**src/rtl/magsearch_pkg.sv**
```systemverilog
// Shared types and constants for the successive-approximation magnitude search controller.
package magsearch_pkg;

    typedef enum logic [1:0] {
        IDLE   = 2'd0,
        SEARCH = 2'd1,
        DONE   = 2'd2
    } state_t;

    // Comparator flags packed as {gt, eq, lt}
    localparam logic [2:0] FLAG_GT = 3'b100;
    localparam logic [2:0] FLAG_EQ = 3'b010;
    localparam logic [2:0] FLAG_LT = 3'b001;

    // Wide enough to count WIDTH+1 comparisons
    function automatic int iter_w(input int width);
        return $clog2(width + 2);
    endfunction

endpackage

```
**src/rtl/magsearch_midpoint.sv**
```systemverilog
// Overflow-free midpoint of an inclusive [lo, hi] search window.
module magsearch_midpoint #(
    parameter int WIDTH = 16
) (
    input  logic [WIDTH-1:0] lo,
    input  logic [WIDTH-1:0] hi,
    output logic [WIDTH-1:0] mid
);

    logic [WIDTH-1:0] span;

    assign span = hi - lo;
    assign mid  = lo + (span >> 1);

endmodule

```
**src/rtl/magnitude_search_ctrl.sv**
```systemverilog
// Binary-search initiator for a combinational magnitude comparator.
// Optional abort input enabled by defining MAGSEARCH_ABORT_EN.
module magnitude_search_ctrl
    import magsearch_pkg::*;
#(
    parameter int WIDTH  = 16,
    parameter int ITER_W = iter_w(WIDTH)
) (
    input  logic              clk,
    input  logic              rst,
    input  logic              start,
    input  logic              a_gt_b,
    input  logic              a_eq_b,
    input  logic              a_lt_b,
`ifdef MAGSEARCH_ABORT_EN
    input  logic              abort,
`endif
    output logic [WIDTH-1:0]  guess,
    output logic              busy,
    output logic              done,
    output logic              found,
    output logic              error,
    output logic [WIDTH-1:0]  result,
    output logic [ITER_W-1:0] iterations
);

    localparam logic [WIDTH-1:0] MAX_VAL = '1;

    state_t           state, state_n;
    logic [WIDTH-1:0] lo, hi, lo_n, hi_n, lo_upd, hi_upd, mid;
    logic [WIDTH-1:0] guess_n, result_n;
    logic             found_n, error_n, abort_req;
    logic [ITER_W-1:0] iter_n;
    logic [2:0]       flags;
    logic             one_hot;

`ifdef MAGSEARCH_ABORT_EN
    assign abort_req = abort;
`else
    assign abort_req = 1'b0;
`endif

    assign flags   = {a_gt_b, a_eq_b, a_lt_b};
    assign one_hot = (flags == FLAG_GT) || (flags == FLAG_EQ) || (flags == FLAG_LT);
    assign busy    = (state == SEARCH);
    assign done    = (state == DONE);

    // Candidate window for this cycle; feeds the midpoint so the next guess lands on the same edge
    always_comb begin
        lo_upd = lo;
        hi_upd = hi;
        if (state == IDLE) begin
            lo_upd = '0;
            hi_upd = MAX_VAL;
        end else if (state == SEARCH) begin
            if (flags == FLAG_GT && guess != '0)
                hi_upd = guess - 1'b1;
            else if (flags == FLAG_LT && guess != MAX_VAL)
                lo_upd = guess + 1'b1;
        end
    end

    magsearch_midpoint #(.WIDTH(WIDTH)) u_mid (
        .lo  (lo_upd),
        .hi  (hi_upd),
        .mid (mid)
    );

    always_comb begin
        state_n  = state;
        lo_n     = lo;
        hi_n     = hi;
        guess_n  = guess;
        result_n = result;
        found_n  = found;
        error_n  = error;
        iter_n   = iterations;
        case (state)
            IDLE: begin
                if (start) begin
                    lo_n    = lo_upd;
                    hi_n    = hi_upd;
                    guess_n = mid;
                    found_n = 1'b0;
                    error_n = 1'b0;
                    iter_n  = '0;
                    state_n = SEARCH;
                end
            end
            SEARCH: begin
                iter_n = iterations + ITER_W'(1);
                if (abort_req) begin
                    state_n = DONE;
                end else if (!one_hot) begin
                    error_n = 1'b1;
                    state_n = DONE;
                end else if (flags == FLAG_EQ) begin
                    result_n = guess;
                    found_n  = 1'b1;
                    state_n  = DONE;
                end else if (flags == FLAG_GT && guess == '0) begin
                    state_n = DONE;
                end else if (flags == FLAG_LT && guess == MAX_VAL) begin
                    state_n = DONE;
                end else if (lo_upd > hi_upd) begin
                    // Responder contradicted an earlier answer
                    state_n = DONE;
                end else begin
                    lo_n    = lo_upd;
                    hi_n    = hi_upd;
                    guess_n = mid;
                end
            end
            DONE:    state_n = IDLE;
            default: state_n = IDLE;
        endcase
    end

    always_ff @(posedge clk or posedge rst) begin
        if (rst) state <= IDLE;
        else     state <= state_n;
    end

    always_ff @(posedge clk or posedge rst) begin
        if (rst) begin
            lo         <= '0;
            hi         <= '0;
            guess      <= '0;
            result     <= '0;
            found      <= 1'b0;
            error      <= 1'b0;
            iterations <= '0;
        end else begin
            lo         <= lo_n;
            hi         <= hi_n;
            guess      <= guess_n;
            result     <= result_n;
            found      <= found_n;
            error      <= error_n;
            iterations <= iter_n;
        end
    end

endmodule

```
**config.mk**
```make
export PLATFORM = sky130hd
export DESIGN_NAME = magnitude_search_ctrl
export DESIGN_NICKNAME = d
export VERILOG_FILES = /design/src/rtl/magsearch_pkg.sv /design/src/rtl/magsearch_midpoint.sv /design/src/rtl/magnitude_search_ctrl.sv
export SDC_FILE = /design/constraint.sdc
export NUM_CORES = 1
export LEC_CHECK = 0
export CAP_MARGIN = 20
export CORE_UTILIZATION = 35
export DETAILED_ROUTE_END_ITERATION = 10
export GPL_ROUTABILITY_DRIVEN = 0
export PLACE_DENSITY = 0.55
export SETUP_SLACK_MARGIN = 0.1
export SLEW_MARGIN = 15
export SYNTH_ARGS = -nofsm -noshare
export SYNTH_HDL_FRONTEND = slang
export SYNTH_HIERARCHICAL = 1
export SYNTH_SLANG_ARGS = --single-unit
```
**constraint.sdc**
```tcl
create_clock -name clk -period 5.6 [get_ports clk]
set_input_delay 1.68 -clock clk [delete_from_list [all_inputs] [get_ports clk]]
set_output_delay 1.68 -clock clk [all_outputs]
set_load 0.02 [all_outputs]
```
Yosys cells after proc, flatten, opt, wreduce, memory -nomap -nowiden
Cells that the tools add are included.

operators by class
  add/subtract/negate cells = 5
  $mul = 0
  divide/modulo/power cells = 0
  $lt $le $gt $ge = 1
  equal/unequal tests = 16
  shift operators = 0
  mux-type cells = 43
  bitwise gates (word level) = 0
  reductions and logical operators = 16

operator list
  kind                   number
  $mux 16                25
  $pmux 16 s2            3
  $add 16x1->16 const B  1
  $add 16x15->16         1
  $eq 16x16->1 const B   1
  $gt 16x16->1           1
  $logic_not 16->1       1
  $ne 16x16->1 const B   1
  $reduce_bool 16->1     1
  $sub 16x1->16 const B  1
  $sub 16x16->16         1
  $mux 2                 6
  $ne 2x2->1 const B     6
  $pmux 5 s2             1
  $reduce_and 7->1       1
  $ne 6x2->1 const B     1
  $reduce_and 3->1       2
  $add 5x1->5 const B    1
  $mux 5                 1
  $logic_and 1x1->1      4
  $mux 1                 4
  $ne 2x1->1 const B     2
  $pmux 1 s2             2
  $pmux 2 s2             1
  other kinds (10)       12

word-level totals
  register bits after elaboration = 73
  bits in latches = 0
  memory bits (writable) = 0
  ROM bits = 0
  bits of input ports = 6
  output and inout bits = 41
  logic and storage cells = 89
  memories = 0

Logic depth before layout (Yosys ltp)
Gate-level depths: netlist of run 1.

  depth after elaboration = 14
  depth in mapped cells = 26
  depth with buffers taken out = 23

By module
The synthesis of run 1 kept the hierarchy.

by module, submodules not included
  module                 instances  cells each  area each (um2)  seq. area each (um2)
  magnitude_search_ctrl  1          402         4440.5           1826.8
  magsearch_midpoint     1          195         1391.3           0.0

Worst setup path before layout of run 1
Ideal clock, no wire load.

  kind = input to register
  start point = input port a_eq_b
  end point = register guess[12]
  arrival time = 5.909 ns
  required time = 5.473 ns
  setup slack = -0.436 ns
  stages on the path = 23
  buffers on the path = 2
  path through = nor3b_1 -> and2_1 -> o31a_1 -> buf_4 -> buf_6 -> mux2i_1 -> nand2_1 -> inv_1 -> nor2b_1 -> fa_1 -> nor2b_1 -> o31a_1 -> o41a_1 -> a21o_1 -> a21oi_1 -> xnor2_1 -> ha_1 -> a21oi_1 -> nor2b_1 -> o21a_1 -> a311oi_1 -> xnor2_1 -> mux2_1

on the way
  word-level cells in the longest chain between the ends = 14

RTL lines
  what                   line                          RTL
  start, declared        magnitude_search_ctrl.sv:13   input logic a_eq_b,
  $eq 3x1->1             magnitude_search_ctrl.sv:58   else if (flags == FLAG_LT && guess != MAX_VAL)
  $logic_and 1x1->1      magnitude_search_ctrl.sv:58
  $mux 16                magnitude_search_ctrl.sv:58
  $mux 16                magnitude_search_ctrl.sv:56   if (flags == FLAG_GT && guess != '0)
  $mux 16                magnitude_search_ctrl.sv:55   end else if (state == SEARCH) begin
  $mux 16                magnitude_search_ctrl.sv:52   if (state == IDLE) begin
  $sub 16x16->16         magsearch_midpoint.sv:12      assign span = hi - lo;
  $add 16x15->16 *       magsearch_midpoint.sv:13      assign mid = lo + (span >> 1);
  $mux 16                magnitude_search_ctrl.sv:105  end else if (lo_upd > hi_upd) begin
  $mux 16                magnitude_search_ctrl.sv:103  end else if (flags == FLAG_LT && guess == MAX_VAL) begin
  $mux 16                magnitude_search_ctrl.sv:101  end else if (flags == FLAG_GT && guess == '0) begin
  $mux 16                magnitude_search_ctrl.sv:97   end else if (flags == FLAG_EQ) begin
  $mux 16                magnitude_search_ctrl.sv:94   end else if (!one_hot) begin
  $pmux 16 s2 *          magnitude_search_ctrl.sv:78   case (state)
  named net guess_n[12]  magnitude_search_ctrl.sv:31   logic [WIDTH-1:0] guess_n, result_n;
  end signal, assigned   magnitude_search_ctrl.sv:136  guess <= guess_n;
  end, declared          magnitude_search_ctrl.sv:18   output logic [WIDTH-1:0] guess,

The timed path passes the listed nets; every way through them passes the cells marked *. The select of a mux whose other input is x is not followed.
A chain may end at the register's enable or synchronous reset.

Worst setup path in the final report of run 1
  start point = input port a_gt_b
  end point = register guess[14]

on the way
  word-level cells in the longest chain between the ends = 14

RTL lines
  what                   line                          RTL
  start, declared        magnitude_search_ctrl.sv:12   input logic a_gt_b,
  $eq 3x1->1             magnitude_search_ctrl.sv:58
  $logic_and 1x1->1      magnitude_search_ctrl.sv:58
  $mux 16                magnitude_search_ctrl.sv:58
  $mux 16                magnitude_search_ctrl.sv:56
  $mux 16                magnitude_search_ctrl.sv:55
  $mux 16                magnitude_search_ctrl.sv:52
  $sub 16x16->16         magsearch_midpoint.sv:12
  $add 16x15->16 *       magsearch_midpoint.sv:13
  $mux 16                magnitude_search_ctrl.sv:105
  $mux 16                magnitude_search_ctrl.sv:103
  $mux 16                magnitude_search_ctrl.sv:101
  $mux 16                magnitude_search_ctrl.sv:97
  $mux 16                magnitude_search_ctrl.sv:94
  $pmux 16 s2 *          magnitude_search_ctrl.sv:78
  named net guess_n[14]  magnitude_search_ctrl.sv:31

Marks and branches as above.

==> flow_summary.ini, run 1 <==
[synth]
synth_seq_cells = 73
synth-simple-area-share = 0.1221
yosysSeqAreaShare = 0.3132
synth_top_family_by_area = compound AO/OA/AOI/OAI gates
synth-edff-count = 0
synth-xor-area-share = 0.07960
ys.flop_type = sky130_fd_sc_hd__dfrtp_1
synthMuxAreaShare = 0.1356
synth_warnings = 6
fraction_of_the_mapped_netlist_area_in_adder_cells = 0.1120
postSynthAreaPerCell_um2 = 9.769
synth_compound_gate_area_share = 0.1779
netlist_instances = 597
netlist.top_cell.by_area = sky130_fd_sc_hd__dfrtp_1
netlist_top_cells_area = sky130_fd_sc_hd__dfrtp_1, sky130_fd_sc_hd__ha_1, sky130_fd_sc_hd__mux2_2
synth-async-reset-ratio = 1.000
synthDistinctLibCells = 69
syn_area_mm2 = 0.005832
synth_top_area_frac = 0.3132
synthesis.nets = 654

[global_routing]
number_of_antenna_violations_at_the_first_check_in_global_routing = 0
track_usage = 0.2209
grt_start_max_net_pins = 53
grt_pass1_wl_um = 28460
grt_overflow_total = 0
grt_pass1_vias = 5434

[sta]
final-hold-violation-count = 0
final-setup-viol-count = 4
timing.max_slew.rel_slack = 0.5217
rsz0062_at_grt = yes
setup_total_negative_slack_ns = -0.1869
timing.final.ws_setup_ns = -0.1008
worstMarginPinSlew_ns = 0.7175
max_freq_mhz = 175.4
drv_slew = 0
clock_skew_ns = 0.005617
layout_min_cycle_time_ns = 5.701
ratio_of_final_minimum_period_to_clock_period = 1.018

[floorplan]
chipWidth_um = 131.1
y_dimension_of_the_die_um = 131.1
boundaryPins = 47
initial_utilization = 0.3632
design.core.area_mm2 = 0.01606
floorplan.die_area_mm2 = 0.01718
core.rowCount = 46

[pwr]
irDropWorstVdd_uv = 243.9
power_density_over_the_cells_mw_per_mm2 = 659.4
total_leakage_power_nw = 3.767
report.power.total_mw = 5.568

[flow_run]
cap_violations = 0

[layout]
layout.cells.most_common = sky130_fd_sc_hd__buf_4
post-route-cell-area_mm2 = 0.008444
antenna_cells = 0
num-fill-cells = 1399
most-common-layout-cells = sky130_fd_sc_hd__buf_4, sky130_fd_sc_hd__dfrtp_1, sky130_fd_sc_hd__inv_1, sky130_fd_sc_hd__ha_1, sky130_fd_sc_hd__clkdlybuf4s50_1
sequential_cell_area_mm2 = 0.001827
drive_gt1_frac = 0.3830
final_nets = 851
area_growth_syn_to_layout_pct = 44.80
combined_area_of_the_multi_input_logic_cells_mm2 = 0.003916

[status]
violations = negative setup slack
status = finished with violations

[route]
routed_wire_length_um = 18010
detailedRoute.firstIterationViolations = 274
drtPass1Iterations = 4
count_of_nets_left_with_antenna_violations_after_detail_routing = 0
avgRoutedWirePerCell_um = 17.74
remaining_drc_errors = 0
vias = 5325
drt-vias-per-instance = 5.246

[clock_tree]
cts_bufs_inserted = 9
clock_path_buffers = 2
cts-root-buf = sky130_fd_sc_hd__clkbuf_16
tritoncts_clock_tree = done
clock_sink_count = 73
ctsHoldBuffers = 0
htreeDepth = 3
clock_insertion_delay_worst_skew_ns = 0.34
path_clk_slew_ns = 0.06

[worst_setup_path]
crit_family = compound AO/OA/AOI/OAI gates
critPathKind = primary input to register
timing.critical_path.cells = buf_8, nor3b_4, and2_4, o31a_1, buf_6, mux2i_1, nand2_1, inv_2, nor2b_4, fa_2, nor2b_2, o31a_1, o41a_1, buf_4, buf_4, xor2_1, ha_1, a21oi_1, o21ai_2, a21oi_1, o21ai_1, a41oi_2, xnor2_1, mux2_4
critPathCaptureType = register
timing.critical_path.fanout_max = 5
setup.worst_path.start_class = primary input
critical_path_required_ns = 5.83
cp.arrival_ns = 5.93
slowest_stage = sky130_fd_sc_hd__o41a_1
crit_buf_inv = 5
max_stage_delay_ns = 0.36

[place]
placement.cell_area_mm2 = 0.007497
dp.final_hpwl_um = 13080
port-buffer-count = 46
dpl_worst_slack_ns = -0.8829

[hold_path]
hold_class = register to register
## sequential cells by signal (all words and copies together) (netlist names)
register and cells:
iterations 5, guess 16, result 16, state 2, error 1, lo 16, hi 16, found 1
## worst register-to-register path, delay by kind of cell (launching register included)
family | cells | cell delay [ns]
flip-flops | 1 | 0.52
XOR/XNOR | 2 | 0.23
adder cells (fa/ha/maj) | 3 | 0.91
AO/OA/AOI/OAI | 9 | 1.69
AND/OR/NAND/NOR | 3 | 0.72
buffers and inverters | 6 | 0.87
multiplexers | 1 | 0.26
## report_power, final
part / internal, mW / switching, mW / total, mW / leakage, nW
clock: 0.481 / 0.244 / 0.725 / 0.180
sequential: 0.724 / 0.207 / 0.931 / 0.823
combinational: 2.04 / 1.87 / 3.91 / 2.77
total: 3.25 / 2.32 / 5.57 / 3.77
## logic make-up after synthesis
kind of cell	after synthesis
compound gates	141
xor+xnor	53
fa+ha+maj	51
buf+inv	76
flops	73
mux	70
simple gates	133
## cell usage after synthesis (all sizes together) (14+ instances only)
cell type and number:
xor2 18, ha 49, nand2 28, xnor2 35
inv 47, nor2 39, mux2 60, a211oi 14
a21o 15, dfrtp 73, buf 21, o21ai 27
a21oi 38
## metrics by stage
stage               std cells    util  hold slack, ns
global placement          963  0.4669          0.4651
finish                   1015  0.5259          0.4924
CTS                      1005  0.5148          0.4917
detailed placement        963  0.4669          0.4774
floorplan                 597       -          0.4753
global route             1015  0.5259          0.5099
## worst paths after layout
path                            startpoint   endpoint  slack (ns)  cells past startpoint
worst max-delay path                a_gt_b  guess[14]       -0.10                     24
worst min-delay path                 found      found        0.49                      1
worst max register to register    guess[0]  guess[14]        0.28                     24
worst min register to register       found      found        0.49                      1
max in group asynchronous              rst  guess[12]        2.80                      3
min in group asynchronous              rst  result[4]        1.70                      2
## area by class of cell
class                           instances  area share
Timing Repair Buffer                  215      0.2234
Clock buffer                            9     0.02667
Inverter                               47     0.02089
Sequential cell                        73      0.2163
Tap cell                              216     0.03200
Clock inverter                          7     0.01689
Multi-Input combinational cell        448      0.4638
## layer usage
metal  GRT usage  share of wire
met4     0.09263          0.027
met5           0              0
met3     0.01948          0.029
met1      0.2895           0.46
met2      0.3732           0.48
## timing repair
item                       4_1_cts  5_1_grt
gates resized for setup         42       28
setup endpoints to repair       43       44
cloned                           3        0
setup buffers                   25       14
pin swaps                       22       24
Note: power is estimated with default switching activity, not from simulation.
==> run 2: changes to the inputs <==
--- a/config.mk
+++ b/config.mk
@@ -8,7 +8,7 @@
 export CAP_MARGIN = 20
 export CORE_UTILIZATION = 35
 export DETAILED_ROUTE_END_ITERATION = 10
-export GPL_ROUTABILITY_DRIVEN = 0
+export GPL_ROUTABILITY_DRIVEN = 1
 export PLACE_DENSITY = 0.55
 export SETUP_SLACK_MARGIN = 0.1
 export SLEW_MARGIN = 15
==> run 2 against run 1 <==
  * The flow still finishes with violations (negative setup slack)
  * Setup slack got worse by 0.017 ns
  * Clock-buffer cell count increased by 1
  * Register-to-register slack improved by 0.02 ns
  * First-iteration DRC count increased by 8.4%
  * Sequential power increased by 2%
  * Sequential cell count unchanged
  * Via count increased by 0.73%
  * Clock skew increased by 0.0054 ns
  * Design area increased by 2.1%
  * Clock power decreased by 18%
  * Routed wire length increased by 2.9%
  * Highest routed layer unchanged
==> flow_summary.ini, run 2 (synthesis gave the netlist of run 1 again) <==
[worst_setup_path]
r2r.worst_path.cells = 26
cp.arrival_ns = 5.94
crit_family = compound AO/OA/AOI/OAI gates
crit_buf_inv = 4
regToRegStartpoint = guess[0]
setup.worst_path.start_class = primary input
critPathCaptureType = register
timing.reg2reg.setup_slack_ns = 0.30
critPathKind = primary input to register
timing.critical_path.fanout_max = 5
critical_path_required_ns = 5.83
slowest_stage = sky130_fd_sc_hd__o41a_1
worstReg2RegEnd = guess[14]
max_stage_delay_ns = 0.37

[sta]
rsz0062_at_grt = yes
ratio_of_final_minimum_period_to_clock_period = 1.021
timing.max_slew.rel_slack = 0.5613
max_freq_mhz = 174.9
drv_slew = 0
holdWs_ns = 0.4769
timing.final.ws_setup_ns = -0.1176
setup_total_negative_slack_ns = -0.2883
worstMarginPinSlew_ns = 0.6571
layout_min_cycle_time_ns = 5.718
clock_skew_ns = 0.01105
final-hold-violation-count = 0
final-setup-viol-count = 4

[clock_tree]
cts-root-buf = sky130_fd_sc_hd__clkbuf_16
clock_path_buffers = 2
clock_sink_count = 73
clock_insertion_delay_worst_skew_ns = 0.35
path_clk_slew_ns = 0.06
cts_bufs_inserted = 9
htreeDepth = 3
tritoncts_clock_tree = done
ctsHoldBuffers = 0

[floorplan]
core.rowCount = 46
y_dimension_of_the_die_um = 131.1
design.core.area_mm2 = 0.01606
boundaryPins = 47
initial_utilization = 0.3632
floorplan.die_area_mm2 = 0.01718
chipWidth_um = 131.1

[place]
dp.final_hpwl_um = 13200
placement.cell_area_mm2 = 0.007497
dp_cells = 963
finalWeightedCongestion = 0.8188
port-buffer-count = 46

[route]
avgRoutedWirePerCell_um = 18.09
remaining_drc_errors = 0
drt-vias-per-instance = 5.233
detailedRoute.firstIterationViolations = 297
routed_wire_length_um = 18540
count_of_nets_left_with_antenna_violations_after_detail_routing = 0
drtPass1Iterations = 5
vias = 5364

[pwr]
seq_power_share = 0.167
total_leakage_power_nw = 3.860
cell_internal_pwr_mw = 3.274
comb_power_share = 0.727
power.switching_mw = 2.403
power_frac_clock = 0.105
power_density_over_the_cells_mw_per_mm2 = 658.8
irDropWorstVdd_uv = 268.0
switching_share = 0.4233

[global_routing]
grt_overflow_total = 0
grt_pass1_wl_um = 29280
grt_start_max_net_pins = 32
track_usage = 0.2273
grt_pass1_vias = 5425
number_of_antenna_violations_at_the_first_check_in_global_routing = 0

[flow_run]
cap_violations = 0

[layout]
drive_gt1_frac = 0.4079
post-route-cell-area_mm2 = 0.008618
antenna_cells = 0
most-common-layout-cells = sky130_fd_sc_hd__buf_4, sky130_fd_sc_hd__dfrtp_1, sky130_fd_sc_hd__inv_1, sky130_fd_sc_hd__clkdlybuf4s50_1, sky130_fd_sc_hd__ha_1
layout.core_utilization = 0.5367
final_nets = 861
area_growth_syn_to_layout_pct = 47.78
num-fill-cells = 1381
layout.cells.most_common = sky130_fd_sc_hd__buf_4
stdcell_count = 1025

[hold_path]
min_delay_path_depth = 1
min-delay-start = found
hold_class = register to register
worstHoldEndpoint = found

[status]
status = finished with violations
violations = negative setup slack
==> run 2: changes by cell type in the layout (fill, tap and decap cells not counted), sizes merged <==
cell	before	now
buf	172	182
bufinv	4	1
clkbuf	9	10
clkinv	3	4
clkinvlp	0	1
==> run 2: cell type report <==
type | instances | area [um^2] | share of cell area
clock inverter | 6 | 68.82 | 0.007985
clock buffer | 10 | 229.0 | 0.02657
sequential | 73 | 1827 | 0.2120
tap | 216 | 270.3 | 0.03136
multi-input combinational | 448 | 4018 | 0.4662
inverter | 47 | 176.4 | 0.02047
timing repair buffer | 225 | 2029 | 0.2355
==> run 2: worst register-to-register path: cells and delay by family (launching register included) <==
kind / cells / cell delay [ns]
AO/OA/AOI/OAI: 9 / 1.61
adder cells (fa/ha/maj): 3 / 0.90
AND/OR/NAND/NOR: 5 / 0.86
buffers and inverters: 6 / 0.80
flip-flops: 1 / 0.53
multiplexers: 1 / 0.25
XOR/XNOR: 2 / 0.23
==> run 2: power groups by stage <==
stage | clock, mW | combinational (mW) | sequential [mW]
2_1_floorplan | 0 | 2.05 | 0.967
3_3_place_gp | 0 | 3.35 | 0.941
3_5_place_dp | 0 | 3.41 | 0.953
4_1_cts | 0.608 | 3.79 | 0.944
5_1_grt | 0.627 | 4.46 | 0.977
6_report | 0.598 | 4.13 | 0.950
==> run 2: through the flow <==
step / setup slack (ns) / power [mW]
2_1_floorplan: -0.08085 / 3.021
3_3_place_gp: -0.8171 / 4.288
3_5_place_dp: -0.9187 / 4.361
4_1_cts: -0.09357 / 5.345
5_1_grt: -0.2771 / 6.063
6_report: -0.1176 / 5.678
==> run 2: how the worst max path moves through the flow <==
stage                     startpoint        end  slack (ns)  cells after the start
final                         a_gt_b  guess[14]       -0.12                     25
after global routing          a_gt_b  guess[15]       -0.28                     24
after CTS                     a_eq_b  guess[12]       -0.09                     22
after detailed placement      a_gt_b  guess[14]       -0.92                     23
after global placement        a_gt_b  guess[14]       -0.82                     23
after floorplan               a_gt_b  guess[12]       -0.08                     23
==> run 2: layer usage <==
layer,vias to the layer above,global-route usage,routed length (um)
met3,34,0.02679,734
met5,-,0,0
li1,2550,-,-
met4,0,0.09060,603
met2,144,0.3797,8770
met1,2636,0.2987,8431
==> run 2: timing repair <==
item	CTS	global route
cloned	5	0
setup endpoints to repair	43	49
gates resized for setup	45	48
buffers inserted	31	14
pin swaps	34	43
